===== config.mk =====
export PLATFORM = sky130hd
export DESIGN_NAME = jtag_tap_slave
export DESIGN_NICKNAME = d
export VERILOG_FILES = /design/src/rtl/jtag_tap_slave.sv
export SDC_FILE = /design/constraint.sdc
export NUM_CORES = 1
export LEC_CHECK = 0
export BUFFER_PORTS_ARGS = -buffer_cell sky130_fd_sc_hd__buf_4
export CORE_AREA = 3 3 94 96
export CTS_CLUSTER_DIAMETER = 150
export DETAILED_ROUTE_END_ITERATION = 16
export DIE_AREA = 0 0 97 99
export HOLD_SLACK_MARGIN = 0.02
export PLACE_DENSITY_LB_ADDON = 0.08
export REMOVE_ABC_BUFFERS = 1
export SLEW_MARGIN = 10
export SYNTH_ARGS = -nofsm -noshare
export SYNTH_HDL_FRONTEND = slang
export SYNTH_SLANG_ARGS = --single-unit

===== constraint.sdc =====
create_clock -name clk -period 1.8 [get_ports clk]
set_input_delay 0.18 -clock clk [delete_from_list [all_inputs] [get_ports clk]]
set_output_delay 0.18 -clock clk [all_outputs]
set_load 0.005 [all_outputs]

===== src/rtl/jtag_tap_slave.sv =====
// jtag_tap_slave: IEEE 1149.1-style TAP responder oversampling tck/tms/tdi on clk.
// Ports: clk, rst_n (sync, active-low); tck/tms/tdi in, tdo out (JTAG pins);
//   tap_state (TAP state code), ir_value (latched instruction);
//   dr_capture_data in (user DR capture), dr_data/dr_update out (user DR update).
// Build option: define JTAG_TAP_IDCODE_EN to include the IDCODE register.
module jtag_tap_slave #(
  parameter int unsigned         IR_WIDTH      = 4,
  parameter int unsigned         DR_WIDTH      = 32,
  parameter logic [31:0]         IDCODE_VALUE  = 32'h149511C3,
  parameter logic [IR_WIDTH-1:0] USER_OPCODE   = 4'b1000,
  parameter logic [IR_WIDTH-1:0] IDCODE_OPCODE = 4'b0001
) (
  input  logic                clk,
  input  logic                rst_n,
  input  logic                tck,
  input  logic                tms,
  input  logic                tdi,
  output logic                tdo,
  output logic [3:0]          tap_state,
  output logic [IR_WIDTH-1:0] ir_value,
  input  logic [DR_WIDTH-1:0] dr_capture_data,
  output logic [DR_WIDTH-1:0] dr_data,
  output logic                dr_update
);

  typedef enum logic [3:0] {
    ST_TLR      = 4'd0,
    ST_RTI      = 4'd1,
    ST_SEL_DR   = 4'd2,
    ST_CAP_DR   = 4'd3,
    ST_SH_DR    = 4'd4,
    ST_EX1_DR   = 4'd5,
    ST_PAUSE_DR = 4'd6,
    ST_EX2_DR   = 4'd7,
    ST_UPD_DR   = 4'd8,
    ST_SEL_IR   = 4'd9,
    ST_CAP_IR   = 4'd10,
    ST_SH_IR    = 4'd11,
    ST_EX1_IR   = 4'd12,
    ST_PAUSE_IR = 4'd13,
    ST_EX2_IR   = 4'd14,
    ST_UPD_IR   = 4'd15
  } tap_state_e;

  localparam logic [IR_WIDTH-1:0] IR_CAPTURE =
    {{(IR_WIDTH-1){1'b0}}, 1'b1};

`ifdef JTAG_TAP_IDCODE_EN
  localparam logic [IR_WIDTH-1:0] IR_RESET = IDCODE_OPCODE;
`else
  localparam logic [IR_WIDTH-1:0] IR_RESET = '1;
`endif

  // Pin conditioning
  logic [2:0] tck_sync_q, tck_sync_d;
  logic [1:0] tms_sync_q, tms_sync_d;
  logic [1:0] tdi_sync_q, tdi_sync_d;
  logic       tck_rise;
  logic       tck_fall;
  logic       tms_s;
  logic       tdi_s;

  tap_state_e state_q, state_d;

  logic [IR_WIDTH-1:0] ir_sr_q, ir_sr_d;
  logic [IR_WIDTH-1:0] ir_value_q, ir_value_d;
  logic                bypass_q, bypass_d;
  logic [DR_WIDTH-1:0] user_sr_q, user_sr_d;
  logic [DR_WIDTH-1:0] dr_data_q, dr_data_d;
  logic                dr_update_q, dr_update_d;
  logic                tdo_q, tdo_d;

  logic sel_user;
  logic sel_idcode;
  logic dr_lsb;

`ifdef JTAG_TAP_IDCODE_EN
  logic [31:0] idcode_sr_q, idcode_sr_d;
`else
  logic unused_idcode;
  assign unused_idcode = ^{IDCODE_VALUE, IDCODE_OPCODE};
`endif

  assign tck_sync_d = {tck_sync_q[1:0], tck};
  assign tms_sync_d = {tms_sync_q[0], tms};
  assign tdi_sync_d = {tdi_sync_q[0], tdi};

  assign tck_rise = tck_sync_q[1] & ~tck_sync_q[2];
  assign tck_fall = ~tck_sync_q[1] & tck_sync_q[2];
  assign tms_s    = tms_sync_q[1];
  assign tdi_s    = tdi_sync_q[1];

  // USER wins if both opcodes were ever configured equal.
  assign sel_user = (ir_value_q == USER_OPCODE);
`ifdef JTAG_TAP_IDCODE_EN
  assign sel_idcode = ~sel_user & (ir_value_q == IDCODE_OPCODE);
  assign dr_lsb = sel_user   ? user_sr_q[0]   :
                  sel_idcode ? idcode_sr_q[0] :
                               bypass_q;
`else
  assign sel_idcode = 1'b0;
  assign dr_lsb = sel_user ? user_sr_q[0] : bypass_q;
`endif

  // TAP controller next state
  always_comb begin
    state_d = state_q;
    if (tck_rise) begin
      unique case (state_q)
        ST_TLR:      state_d = tms_s ? ST_TLR    : ST_RTI;
        ST_RTI:      state_d = tms_s ? ST_SEL_DR : ST_RTI;
        ST_SEL_DR:   state_d = tms_s ? ST_SEL_IR : ST_CAP_DR;
        ST_CAP_DR:   state_d = tms_s ? ST_EX1_DR : ST_SH_DR;
        ST_SH_DR:    state_d = tms_s ? ST_EX1_DR : ST_SH_DR;
        ST_EX1_DR:   state_d = tms_s ? ST_UPD_DR : ST_PAUSE_DR;
        ST_PAUSE_DR: state_d = tms_s ? ST_EX2_DR : ST_PAUSE_DR;
        ST_EX2_DR:   state_d = tms_s ? ST_UPD_DR : ST_SH_DR;
        ST_UPD_DR:   state_d = tms_s ? ST_SEL_DR : ST_RTI;
        ST_SEL_IR:   state_d = tms_s ? ST_TLR    : ST_CAP_IR;
        ST_CAP_IR:   state_d = tms_s ? ST_EX1_IR : ST_SH_IR;
        ST_SH_IR:    state_d = tms_s ? ST_EX1_IR : ST_SH_IR;
        ST_EX1_IR:   state_d = tms_s ? ST_UPD_IR : ST_PAUSE_IR;
        ST_PAUSE_IR: state_d = tms_s ? ST_EX2_IR : ST_PAUSE_IR;
        ST_EX2_IR:   state_d = tms_s ? ST_UPD_IR : ST_SH_IR;
        ST_UPD_IR:   state_d = tms_s ? ST_SEL_DR : ST_RTI;
        default:     state_d = ST_TLR;
      endcase
    end
  end

  // Register actions: evaluated in the current state, then the
  // entry actions of the state being moved into.
  always_comb begin
    ir_sr_d     = ir_sr_q;
    ir_value_d  = ir_value_q;
    bypass_d    = bypass_q;
    user_sr_d   = user_sr_q;
    dr_data_d   = dr_data_q;
    dr_update_d = 1'b0;
    tdo_d       = tdo_q;
`ifdef JTAG_TAP_IDCODE_EN
    idcode_sr_d = idcode_sr_q;
`endif

    if (tck_rise) begin
      unique case (state_q)
        ST_CAP_IR: ir_sr_d = IR_CAPTURE;
        ST_SH_IR:  ir_sr_d = {tdi_s, ir_sr_q[IR_WIDTH-1:1]};
        ST_CAP_DR: begin
          if (sel_user) begin
            user_sr_d = dr_capture_data;
          end else if (sel_idcode) begin
`ifdef JTAG_TAP_IDCODE_EN
            idcode_sr_d = IDCODE_VALUE;
`endif
          end else begin
            bypass_d = 1'b0;
          end
        end
        ST_SH_DR: begin
          if (sel_user) begin
            user_sr_d = {tdi_s, user_sr_q[DR_WIDTH-1:1]};
          end else if (sel_idcode) begin
`ifdef JTAG_TAP_IDCODE_EN
            idcode_sr_d = {tdi_s, idcode_sr_q[31:1]};
`endif
          end else begin
            bypass_d = tdi_s;
          end
        end
        default: ;
      endcase

      // Update states are only entered from Exit states, which never
      // shift, so the _q shift values are the final scanned data.
      if (state_d == ST_UPD_IR) begin
        ir_value_d = ir_sr_q;
      end
      if (state_d == ST_TLR) begin
        ir_value_d = IR_RESET;
      end
      if (state_d == ST_UPD_DR && sel_user) begin
        dr_data_d   = user_sr_q;
        dr_update_d = 1'b1;
      end
    end

    if (tck_fall) begin
      if (state_q == ST_SH_IR) begin
        tdo_d = ir_sr_q[0];
      end else if (state_q == ST_SH_DR) begin
        tdo_d = dr_lsb;
      end else begin
        tdo_d = 1'b0;
      end
    end
  end

  always_ff @(posedge clk) begin
    if (!rst_n) begin
      tck_sync_q  <= '0;
      tms_sync_q  <= '0;
      tdi_sync_q  <= '0;
      state_q     <= ST_TLR;
      ir_sr_q     <= '0;
      ir_value_q  <= IR_RESET;
      bypass_q    <= 1'b0;
      user_sr_q   <= '0;
      dr_data_q   <= '0;
      dr_update_q <= 1'b0;
      tdo_q       <= 1'b0;
`ifdef JTAG_TAP_IDCODE_EN
      idcode_sr_q <= '0;
`endif
    end else begin
      tck_sync_q  <= tck_sync_d;
      tms_sync_q  <= tms_sync_d;
      tdi_sync_q  <= tdi_sync_d;
      state_q     <= state_d;
      ir_sr_q     <= ir_sr_d;
      ir_value_q  <= ir_value_d;
      bypass_q    <= bypass_d;
      user_sr_q   <= user_sr_d;
      dr_data_q   <= dr_data_d;
      dr_update_q <= dr_update_d;
      tdo_q       <= tdo_d;
`ifdef JTAG_TAP_IDCODE_EN
      idcode_sr_q <= idcode_sr_d;
`endif
    end
  end

  assign tdo       = tdo_q;
  assign tap_state = state_q;
  assign ir_value  = ir_value_q;
  assign dr_data   = dr_data_q;
  assign dr_update = dr_update_q;

endmodule


==> metrics.csv, run 1 <==
stage,metric,value,unit
setup_path,Critical Path End Type,flop,
cts,CTS tree,done,
sta,worst hold slack,0.0451,ns
power_and_ir_drop,logic gate share of total power,5.5,%
floorplanning,Core ar.,8130,sq um
sta,relative slew slack,68.1,%
power_and_ir_drop,power per cell area,667,nW/um^2
power_and_ir_drop,clock network fraction of design power,39.3,%
power_and_ir_drop,sw frac,23.3,%
power_and_ir_drop,Leak Pwr,0.00230,uW
cts,CTS Sinks,86,
setup_path,Critical Path AT,2.15,ns
sta,RSZ-0062 raised after global routing,true,
floorplanning,Rows,33,
synthesis,area fraction of the dominant cell type after synthesis,43.1,%
power_and_ir_drop,switching pwr,807,uW
synthesis,most area-hungry cell type in the Yosys netlist,dfxtp_1,
synthesis,ys async rst share,0,%
placed_design,GP Congestion,0.844,
sta,crit path time final,1.91,ns
layout,diode count,0,
power_and_ir_drop,Max VDD drop,0.430,mV
synthesis,most frequent cell after synthesis,dfxtp_1,
sta,fin. max-slew vios,0,
placed_design,DP HPWL,6290,um
layout,"Core Util, Final",63.9,%
route,DRT Pass-1 Iters,4,
global_route,Tot GR Track Use,19.7,%
global_route,Congestion Overflow GR,0,
cts,Num CTS Buffers,9,
sta,Peak Freq,524,MHz
synthesis,post-synthesis cell type count,40,
route,1st-iter DRT viols,96,
route,WL/cell,14.8,um
cts,"Clk pin slew, worst setup/hold paths",0.09,ns
placed_design,pre-CTS WS,-0.0956,ns
cts,root buffer cell,clkbuf_8,
sta,Worst-Margin Slew,0.475,ns
setup_path,crit-path max FO,21,
floorplanning,chip width,97,um
floorplanning,die height,99,um
route,Residual DRC,0,
power_and_ir_drop,Flop pwr share,55.2,%
layout,layout cells sized above 1,40.3,%
cts,Worst-Skew Late Latency,0.35,ns
job,Max Cap Viol,0,
global_route,first-pass GRT wire length,15600,um
power_and_ir_drop,internal power,2660,uW
synthesis,cell count after synthesis,420,
setup_path,required time worst endpoint,2.04,ns
route,routed vias/inst,5.32,
setup_path,kind of critical path,flop to flop,
setup_path,Worst R2R Path Depth,5,
synthesis,Synth warnings,0,
min_path,Hold Crit Class,input pin to flop,
sta,Setup Skew,0.0105,ns
synthesis,synthesis-stage register bit count,86,
global_route,initial antenna violation count,0,
sta,final setup fails,32,
floorplanning,Initial Utilization,49.1,%
layout,Area growth syn-to-layout,30.2,%
route,DR vias,3301,
cts,CTS HTree Levels,3,
route,post-route ant nets,0,
synthesis,Post-synth EDFFs,0,
layout,Final #Nets,548,
synthesis,synth cell count leaders,"86 x dfxtp_1, 80 x nand2_1, 32 x mux2i_1, 32 x o21ai_2, 31 x o211a_1",
placed_design,Port Buffers,78,
cts,Max Buffers Root-to-Sink,2,
min_path,WHS Path Cells,2,
synthesis,Post-synth top flop,dfxtp_1,
outcome,failing checks,negative setup slack,
outcome,status,"complete, but fails checks",
layout,Layout fillers,683,
synthesis,sequential share of the synthesized area,43.1,%
sta,Final Hold Vio Count,0,
route,overall routed net length,9200,um
sta,Final WS setup,-0.107,ns
sta,Final Cycle Share,106,%
global_route,number of global-route vias before repair,3197,
synthesis,Post-Syn Area,3990,sq um
setup_path,CP startpoint kind,flop,
synthesis,Avg Inst Size Synth,9.51,sq um
global_route,pin count of the biggest net entering global routing,37,
floorplanning,top-level I/O count,79,
floorplanning,die area,9600,sq um
synthesis,Area contributors post-synth,"dfxtp_1 43%, mux2i_1 8.0%, o211a_1 7.8%",
flip-flops by register name, indices dropped and copies added (netlist names):
name / cells
bypass_q: 1
dr_data: 32
dr_update: 1
ir_sr_q: 4
ir_value: 4
tap_state: 4
tck_sync_q: 3
tdi_sync_q: 2
tdo: 1
tms_sync_q: 2
user_sr_q: 32
routing by layer:
metal,up-vias,GRT usage [%],share of wire [%]
li1,1672,-,-
met1,1554,26.2,46
met5,-,0,0
met3,7,4.03,5.1
met4,0,6.80,0.84
met2,68,32.0,48
timing repair:
item | CTS | global route
hold buffers | 0 | 0
endpoints found under the setup margin | 64 | 60
resized for setup | 8 | 7
gates cloned | 2 | 0
buffers inserted | 5 | 0
pin swaps | 1 | 3
cell families (layout without fill, tap and decap cells):
kind of cell	count (synthesis)	after routing	share of synthesized area, %
DFF	86	86	43.1
and+or+nand+nor	155	155	21.5
buffers and inverters	44	140	6.14
AOI/OAI and AO/OA	101	101	20.8
muxes	33	33	8.30
xor gates and xnor gates	1	1	0.219
placed cells by master, fill, tap and decap left out, types with 6 or more instances in the layout:
cell / netlist / final
a21oi_1: 11 / 11
and2_1: 8 / 7
buf_12: 0 / 9
buf_4: 5 / 103
clkbuf_8: 0 / 9
dfxtp_1: 86 / 83
mux2i_1: 32 / 32
nand2_1: 80 / 80
nand3_2: 28 / 31
nor2_1: 11 / 11
o211a_1: 31 / 31
o21ai_0: 6 / 6
o21ai_2: 32 / 32
o22ai_1: 7 / 7
through the flow:
| stage | cell area (sq um) | setup TNS [ns] | total power [uW] | cells |
|---|---|---|---|---|
| global placement | 4860 | -1.63 | 2150 | 598 |
| CTS | 5170 | -2.65 | 3510 | 621 |
| detailed placement | 4860 | -4.22 | 2150 | 598 |
| floorplan | 3770 | -117.16 | 2010 | 381 |
| finish | 5200 | -2.28 | 3470 | 621 |
| global route | 5200 | -5.79 | 3610 | 621 |
path summary, 6_finish.rpt:
check | startpoint | endpoint | slack, ns
worst max-delay path | ir_value[1] | dr_data[26] | -0.11
worst min-delay path | tdi | tdi_sync_q[0] | 0.05
worst max register to register | ir_value[1] | dr_data[26] | -0.11
worst min register to register | tck_sync_q[0] | tck_sync_q[1] | 0.44
critical path, stage by stage, from the launching register on:
cell and delay, ns:
dfxtp_2 0.33, or4b_4 0.53, or4_4 0.59, buf_12 0.21, nand3_1 0.10, o21ai_2 0.05
cell type report:
type                    instances  area [sq um]  share of cell area [%]
multi-input cells             290          2060                    39.6
clock inverters                 6          68.8                    1.32
repair buffers                119          1060                    20.5
well taps                     105           131                    2.53
flip-flops and latches         86          1730                    33.2
clock buffers                  10           128                    2.45
inverters                       5          18.8                   0.361
power by group through the flow:
stage	Clock (uW)	Sequential [uW]	Combinational, uW
after floorplan	0	1960	42.3
after CTS	1410	1910	192
after global placement	0	1960	188
final	1360	1910	191
after detailed placement	0	1960	190
after global routing	1480	1910	210
(Power assumes the default switching activity.)
==> inputs of run 2 (changes only) <==
SETUP_SLACK_MARGIN = 0.05   (was not set)
==> run 2 against run 1 <==
The run still ends with negative setup slack left. Final area grew 6.0%. Via count grew 2.7%. Sequential share of layout area shrank 1.8 points. Maximum frequency shrank 1.3%. First-iteration DRC count shrank 11%. Clock power is essentially flat. Flip-flop and latch count is the same. Core utilization grew 3.8 points.
==> metrics.csv, run 2 (synthesized netlist as in run 1, its figures left out) <==
stage,metric,value,unit,change
global_route,Tot GR Track Use,21.0,%,was 19.7%
setup_path,kind of critical path,flop to flop,,unchanged
setup_path,Worst R2R Path Depth,9,,was 5
setup_path,most frequent CP cell,a211oi_2,,
route,routed vias/inst,5.39,,was 5.32
route,1st-iter DRT viols,85,,was 96
cts,"Clk pin slew, worst setup/hold paths",0.09,ns,about the same
outcome,status,"complete, but fails checks",,unchanged
sta,Worst-Margin Slew,0.500,ns,was 0.475 ns
floorplanning,Rows,33,,unchanged
global_route,met1 Usage GRT,28.0,%,was 26.2%
layout,"commonest non-fill, non-tap cells in the layout","100 x buf_4, 82 x dfxtp_1, 50 x nand2_1, 32 x o21ai_2, 32 x mux2i_1",,"was 103 x buf_4, 83 x dfxtp_1, 80 x nand2_1, 32 x o21ai_2, 32 x mux2i_1"
floorplanning,die height,99,um,unchanged
cts,CTS Sinks,86,,unchanged
placed_design,GP Congestion,0.844,,unchanged
route,DR vias,3389,,was 3301
route,DRT Pass-1 Iters,5,,was 4
layout,cell area after layout,5510,sq um,was 5200 sq um
layout,diode count,0,,unchanged
layout,"commonest non-fill, non-tap cell in the layout",buf_4,,unchanged
setup_path,r2r setup slk,-0.13,ns,was -0.11 ns
floorplanning,die area,9600,sq um,unchanged
min_path,WHS Path Cells,2,,unchanged
sta,RSZ-0062 raised after global routing,true,,unchanged
sta,fin. max-slew vios,0,,unchanged
global_route,first-pass GRT wire length,16500,um,was 15600 um
power_and_ir_drop,power per cell area,636,nW/um^2,was 667 nW/um^2
layout,layout cells sized above 1,47.7,%,was 40.3%
setup_path,Crit path depth,9,,was 5
global_route,pin count of the biggest net entering global routing,37,,unchanged
layout,register area,1730,sq um,about the same
setup_path,Critical Path AT,2.20,ns,was 2.15 ns
sta,Setup Skew,0.0128,ns,was 0.0105 ns
setup_path,Crit path largest cell delay,0.38,ns,was 0.59 ns
job,Max Cap Viol,0,,unchanged
setup_path,CP startpoint kind,flop,,unchanged
global_route,Congestion Overflow GR,0,,unchanged
layout,Layout fillers,637,,was 683
layout,Area growth syn-to-layout,37.9,%,was 30.2%
sta,crit path time final,1.93,ns,was 1.91 ns
sta,Final WS setup,-0.131,ns,was -0.107 ns
setup_path,crit-path max FO,8,,was 21
sta,final setup fails,57,,was 32
power_and_ir_drop,Max VDD drop,0.452,mV,was 0.430 mV
global_route,GR peak layer,met2,,unchanged
layout,Multi-input gate area,2200,sq um,was 2060 sq um
route,WL/cell,15.9,um,was 14.8 um
cts,Num CTS Buffers,9,,unchanged
placed_design,pre-CTS WS,-0.0956,ns,unchanged
sta,Peak Freq,518,MHz,was 524 MHz
layout,Final #Nets,556,,was 548
floorplanning,chip width,97,um,unchanged
cts,CTS HTree Levels,3,,unchanged
placed_design,Port Buffers,78,,unchanged
floorplanning,Core ar.,8130,sq um,unchanged
min_path,Hold Crit Class,input pin to flop,,unchanged
cts,Max Buffers Root-to-Sink,2,,unchanged
power_and_ir_drop,Leak Pwr,0.00249,uW,was 0.00230 uW
setup_path,"Critical Path, Cell by Cell",or3b_4 > a211oi_2 > buf_4 > nor2b_4 > buf_6 > buf_12 > buf_8 > nor2_1 > a211oi_2,,was or4b_4 > or4_4 > buf_12 > nand3_1 > o21ai_2
route,post-route ant nets,0,,unchanged
global_route,number of global-route vias before repair,3283,,was 3197
setup_path,Critical Path End Type,flop,,unchanged
setup_path,CP top delay family,simple AND/OR/NAND/NOR gates,,unchanged
floorplanning,top-level I/O count,79,,unchanged
placed_design,DP HPWL,6290,um,unchanged
outcome,failing checks,negative setup slack,,unchanged
sta,Final Hold Vio Count,0,,unchanged
floorplanning,Initial Utilization,49.1,%,unchanged
global_route,met2 Resource Use GR,33.8,%,was 32.0%
global_route,initial antenna violation count,0,,unchanged
setup_path,required time worst endpoint,2.07,ns,was 2.04 ns
sta,relative slew slack,66.4,%,was 68.1%
sta,Final Cycle Share,107,%,was 106%
route,Residual DRC,0,,unchanged
route,overall routed net length,10000,um,was 9200 um
cts,Worst-Skew Late Latency,0.36,ns,was 0.35 ns
setup_path,CP bufs+invs,4,,was 1
cts,CTS tree,done,,unchanged
cts,root buffer cell,clkbuf_8,,unchanged
placed_design,placed cell area,4860,sq um,unchanged
global_route,met3 usage,3.96,%,was 4.03%
setup_path,Slowest cell on crit path,or3b_4,,was or4_4
==> run 2: cell count changes in the layout (fill, tap and decap cells not counted), sizes merged <==
| cell | change |
|---|---|
| buf | +8 |
==> run 2: report_power, final <==
part           internal, uW  leakage [uW]  switching, uW
registers              1910      0.000694           4.98
clock network           653     0.0000973            734
logic                  98.4       0.00170            105
total                  2660       0.00249            844
==> run 2: timing repair <==
item,CTS,global route
setup endpoints to repair,64,69
endpoints found under the hold margin,0,0
gates cloned,6,0
resized for setup,41,36
hold buffers,0,0
buffers inserted,11,2
pin swaps,2,4
==> run 2: final timing paths <==
| check | startpoint | to |
|---|---|---|
| min | tdi | tdi_sync_q[0] |
| min reg2reg | tms_sync_q[0] | tms_sync_q[1] |
| max reg2reg | tap_state[2] | user_sr_q[31] |
| max | tap_state[2] | user_sr_q[31] |
==> run 2: layout make-up <==
cell class	instances	area share, %
Clock inverter	6	1.25
Sequential cell	86	31.4
Tap cell	105	2.38
Clock buffer	10	2.32
Multi-Input combinational cell	290	40.0
Timing Repair Buffer	127	22.4
Inverter	5	0.341
==> run 2: worst register-to-register path, cell delays in order (launching register included) <==
cell	delay, ns
dfxtp_4	0.37
or3b_4	0.38
a211oi_2	0.19
buf_4	0.14
nor2b_4	0.15
buf_6	0.12
buf_12	0.12
buf_8	0.13
nor2_1	0.06
a211oi_2	0.18
==> run 2: layer usage <==
layer | vias up | share of wire (%) | routed length (um)
met2 | 71 | 48 | 4860
met5 | - | 0 | 0
li1 | 1690 | - | -
met3 | 15 | 4.3 | 427
met1 | 1613 | 45 | 4560
met4 | 0 | 1.8 | 178
==> run 2: stage by stage <==
step	std cells	utilization, %	TNS, ns	total power [uW]	hold slack (ns)
after floorplan	381	-	-117.16	2010	0.242
after global placement	598	59.8	-1.63	2150	0.388
after detailed placement	598	59.8	-4.22	2150	0.400
after CTS	631	66.8	-3.81	3520	0.0291
after global routing	629	67.7	-7.87	3620	0.0386
final	629	67.7	-4.45	3500	0.0340
==> inputs of run 3 (changes only) <==
ABC_AREA = 1   (was not set)
CORE_AREA = 3 3 91 93   (was 3 3 94 96)
DIE_AREA = 0 0 94 96   (was 0 0 97 99)
GPL_TIMING_DRIVEN = 0   (was not set)
==> run 3 against run 2 <==
The run still ends with negative setup slack left. Die area shrank 6.0%. First-iteration DRC count grew to 5.4 times the previous value. Non-clock buffer count grew 6. Sequential power barely moved. Wire length up 32%. Largest cell class unchanged.
==> metrics.csv, run 3 <==
stage,metric,value,unit,change
cts,CTS HTree Levels,3,,unchanged
placed_design,pre-CTS WS,-1.70,ns,was -0.0956 ns
floorplanning,Core ar.,7610,sq um,was 8130 sq um
power_and_ir_drop,power per cell area,673,nW/um^2,was 636 nW/um^2
synthesis,Avg Inst Size Synth,7.38,sq um,was 9.51 sq um
setup_path,Critical Path End Type,flop,,unchanged
synthesis,Synth Area in Adders,0,%,unchanged
layout,"commonest non-fill, non-tap cells in the layout","124 x nand2_1, 119 x buf_4, 81 x dfxtp_1, 35 x a21oi_1, 35 x o21ai_0",,"was 100 x buf_4, 82 x dfxtp_1, 50 x nand2_1, 32 x o21ai_2, 32 x mux2i_1"
floorplanning,die area,9020,sq um,was 9600 sq um
synthesis,Synth warnings,0,,unchanged
setup_path,required time worst endpoint,2.01,ns,was 2.07 ns
synthesis,ys async rst share,0,%,unchanged
layout,diode count,0,,unchanged
global_route,number of global-route vias before repair,3857,,was 3283
power_and_ir_drop,switching pwr,884,uW,was 844 uW
layout,Area growth syn-to-layout,44.8,%,was 37.9%
power_and_ir_drop,logic gate share of total power,8.3,%,was 5.8%
sta,relative slew slack,44.1,%,was 66.4%
power_and_ir_drop,clock network fraction of design power,38.4,%,was 39.6%
synthesis,most frequent cell after synthesis,nand2_1,,was dfxtp_1
sta,fin. max-slew vios,0,,unchanged
placed_design,Port Buffers,78,,unchanged
layout,"commonest non-fill, non-tap cell in the layout",nand2_1,,was buf_4
setup_path,Critical Path AT,2.19,ns,was 2.20 ns
sta,Setup Skew,0.0140,ns,was 0.0128 ns
placed_design,DP HPWL,5660,um,was 6290 um
synthesis,post-synthesis cell type count,24,,was 40
sta,final setup fails,38,,was 57
floorplanning,Rows,32,,was 33
outcome,failing checks,negative setup slack,,unchanged
route,DR vias,4321,,was 3389
outcome,status,"complete, but fails checks",,unchanged
placed_design,dpl cells,646,,was 598
power_and_ir_drop,sw frac,24.5,%,was 24.1%
global_route,pin count of the biggest net entering global routing,65,,was 37
sta,RSZ-0062 raised after global routing,true,,unchanged
route,DRT Pass-1 Iters,8,,was 5
floorplanning,die height,96,um,was 99 um
power_and_ir_drop,Flop pwr share,53.3,%,was 54.6%
sta,worst hold slack,0.0291,ns,was 0.0340 ns
layout,Final #Nets,658,,was 556
sta,Final WS setup,-0.180,ns,was -0.131 ns
synthesis,Synth Area in XOR/XNOR,0,%,was 0.219%
floorplanning,top-level I/O count,79,,unchanged
layout,final cell count without fillers,728,,was 629
synthesis,simple-gate portion of the synthesized area,28.0,%,was 21.5%
global_route,Congestion Overflow GR,0,,unchanged
global_route,initial antenna violation count,0,,unchanged
power_and_ir_drop,Max VDD drop,0.378,mV,was 0.452 mV
cts,CTS Sinks,86,,unchanged
synthesis,Post-Syn Area,3710,sq um,was 3990 sq um
synthesis,area fraction of the dominant cell type after synthesis,46.5,%,was 43.1%
setup_path,kind of critical path,flop to flop,,unchanged
synthesis,post-synthesis compound-gate area fraction,17.3,%,was 20.8%
min_path,Hold Crit Class,input pin to flop,,unchanged
synthesis,Area contributors post-synth,"dfxtp_1 46%, nand2_1 15%, a31oi_1 5.7%",,"was dfxtp_1 43%, mux2i_1 8.0%, o211a_1 7.8%"
synthesis,cell count after synthesis,502,,was 420
sta,Final Hold Vio Count,0,,unchanged
global_route,first-pass GRT wire length,19500,um,was 16500 um
synthesis,largest family of logic cells by synthesized area,simple AND/OR/NAND/NOR gates,,unchanged
route,post-route ant nets,0,,unchanged
power_and_ir_drop,internal power,2720,uW,was 2660 uW
route,overall routed net length,13200,um,was 10000 um
placed_design,GP Congestion,0.850,,was 0.844
cts,Worst-Skew Late Latency,0.36,ns,about the same
cts,Num CTS Buffers,9,,unchanged
setup_path,CP startpoint kind,flop,,unchanged
sta,Final Cycle Share,110,%,was 107%
route,WL/cell,18.2,um,was 15.9 um
synthesis,Post-synth top flop,dfxtp_1,,unchanged
cts,CTS tree,done,,unchanged
cts,"Clk pin slew, worst setup/hold paths",0.09,ns,about the same
global_route,Tot GR Track Use,27.6,%,was 21.0%
cts,Max Buffers Root-to-Sink,2,,unchanged
synthesis,sequential share of the synthesized area,46.5,%,was 43.1%
synthesis,multiplexer share of the synthesized area,0,%,was 8.30%
floorplanning,Initial Utilization,48.7,%,was 49.1%
synthesis,most area-hungry cell type in the Yosys netlist,dfxtp_1,,unchanged
route,Residual DRC,0,,unchanged
floorplanning,chip width,94,um,was 97 um
layout,layout cells sized above 1,36.7,%,was 47.7%
route,routed vias/inst,5.94,,was 5.39
power_and_ir_drop,Leak Pwr,0.00227,uW,was 0.00249 uW
job,Max Cap Viol,0,,unchanged
cts,root buffer cell,clkbuf_8,,unchanged
route,1st-iter DRT viols,456,,was 85
setup_path,crit-path max FO,8,,unchanged
synthesis,synthesis-stage register bit count,86,,unchanged
synthesis,synth cell count leaders,"153 x nand2_1, 86 x dfxtp_1, 40 x a21oi_1",,"was 86 x dfxtp_1, 80 x nand2_1, 32 x mux2i_1, 32 x o21ai_2, 31 x o211a_1"
synthesis,Post-synth EDFFs,0,,unchanged
sta,Peak Freq,505,MHz,was 518 MHz
sta,crit path time final,1.98,ns,was 1.93 ns
power_and_ir_drop,Tot Pwr,3610,uW,was 3500 uW
sta,Worst-Margin Slew,0.837,ns,was 0.500 ns
==> run 3: changes by cell type after synthesis, moves of 29 or more <==
cell     previous run  this run
o211a_1            31         0
a21oi_1            11        40
o21ai_2            32         0
mux2i_1            32         0
nand4_1             0        33
nand2_1            80       153
a31oi_1             2        34
o21ai_0             6        35
==> run 3: layout make-up <==
class / instances / area, sq um
inverter: 29 / 136
sequential: 86 / 1740
tap: 102 / 128
timing repair buffer: 133 / 1080
clock buffer: 11 / 141
timing repair inverter: 1 / 7.51
clock inverter: 5 / 58.8
multi-input combinational: 361 / 2080
fill: 611 / 2240
==> run 3: through the flow <==
stage          setup TNS (ns)  utilization [%]  instance area [sq um]
2_1_floorplan          -60.27                -                   3510
3_3_place_gp          -137.65             55.5                   4220
3_5_place_dp           -95.79             55.6                   4230
4_1_cts                 -1.06             67.1                   5100
5_1_grt                -10.36             70.5                   5370
6_report                -4.99             70.5                   5370
==> run 3: kinds of logic after synthesis <==
logic type,after synthesis
buf+inv,65
simple gates,236
compound gates,115
flops,86
==> run 3: worst max-delay path, stage by stage, from the launching register on <==
cell and delay [ns]:
dfxtp_4 0.41, nand2_2 0.09, inv_2 0.06, nand2_2 0.09
nand3_1 0.13, a21oi_2 0.26, nand3_4 0.16, nand2_8 0.13
buf_4 0.13, nand3_4 0.17, nand2_1 0.13, a21oi_1 0.06
==> run 3: final timing paths <==
kind         slack (ns)             to           from  depth (start not counted)
max               -0.18     dr_data[0]   tap_state[0]                         11
min reg2reg        0.42  tms_sync_q[1]  tms_sync_q[0]                          2
min                0.03  tdi_sync_q[0]            tdi                          3
max reg2reg       -0.18     dr_data[0]   tap_state[0]                         11
==> run 3: layer usage <==
metal	up-vias	GRT usage [%]	part of all wire (%)
li1	1972	-	-
met1	2036	36.4	39
met2	281	44.2	48
met3	32	6.57	11
met4	0	9.87	1.9
met5	-	0	0
==> run 3: power by group through the flow <==
stage / combinational, uW / clock, uW / sequential, uW
2_1_floorplan: 83.2 / 0 / 1970
3_3_place_gp: 193 / 0 / 1970
5_1_grt: 319 / 1480 / 1930
6_report: 301 / 1380 / 1920
4_1_cts: 272 / 1390 / 1920
3_5_place_dp: 197 / 0 / 1970
==> run 3: timing repair <==
action | 4_1_cts | 5_1_grt
buffers inserted | 42 | 13
hold buffers | 2 | 0
gates cloned | 9 | 2
endpoints found under the setup margin | 74 | 73
pin swaps | 20 | 19
hold endpoints to repair | 2 | 0
resized for setup | 60 | 49
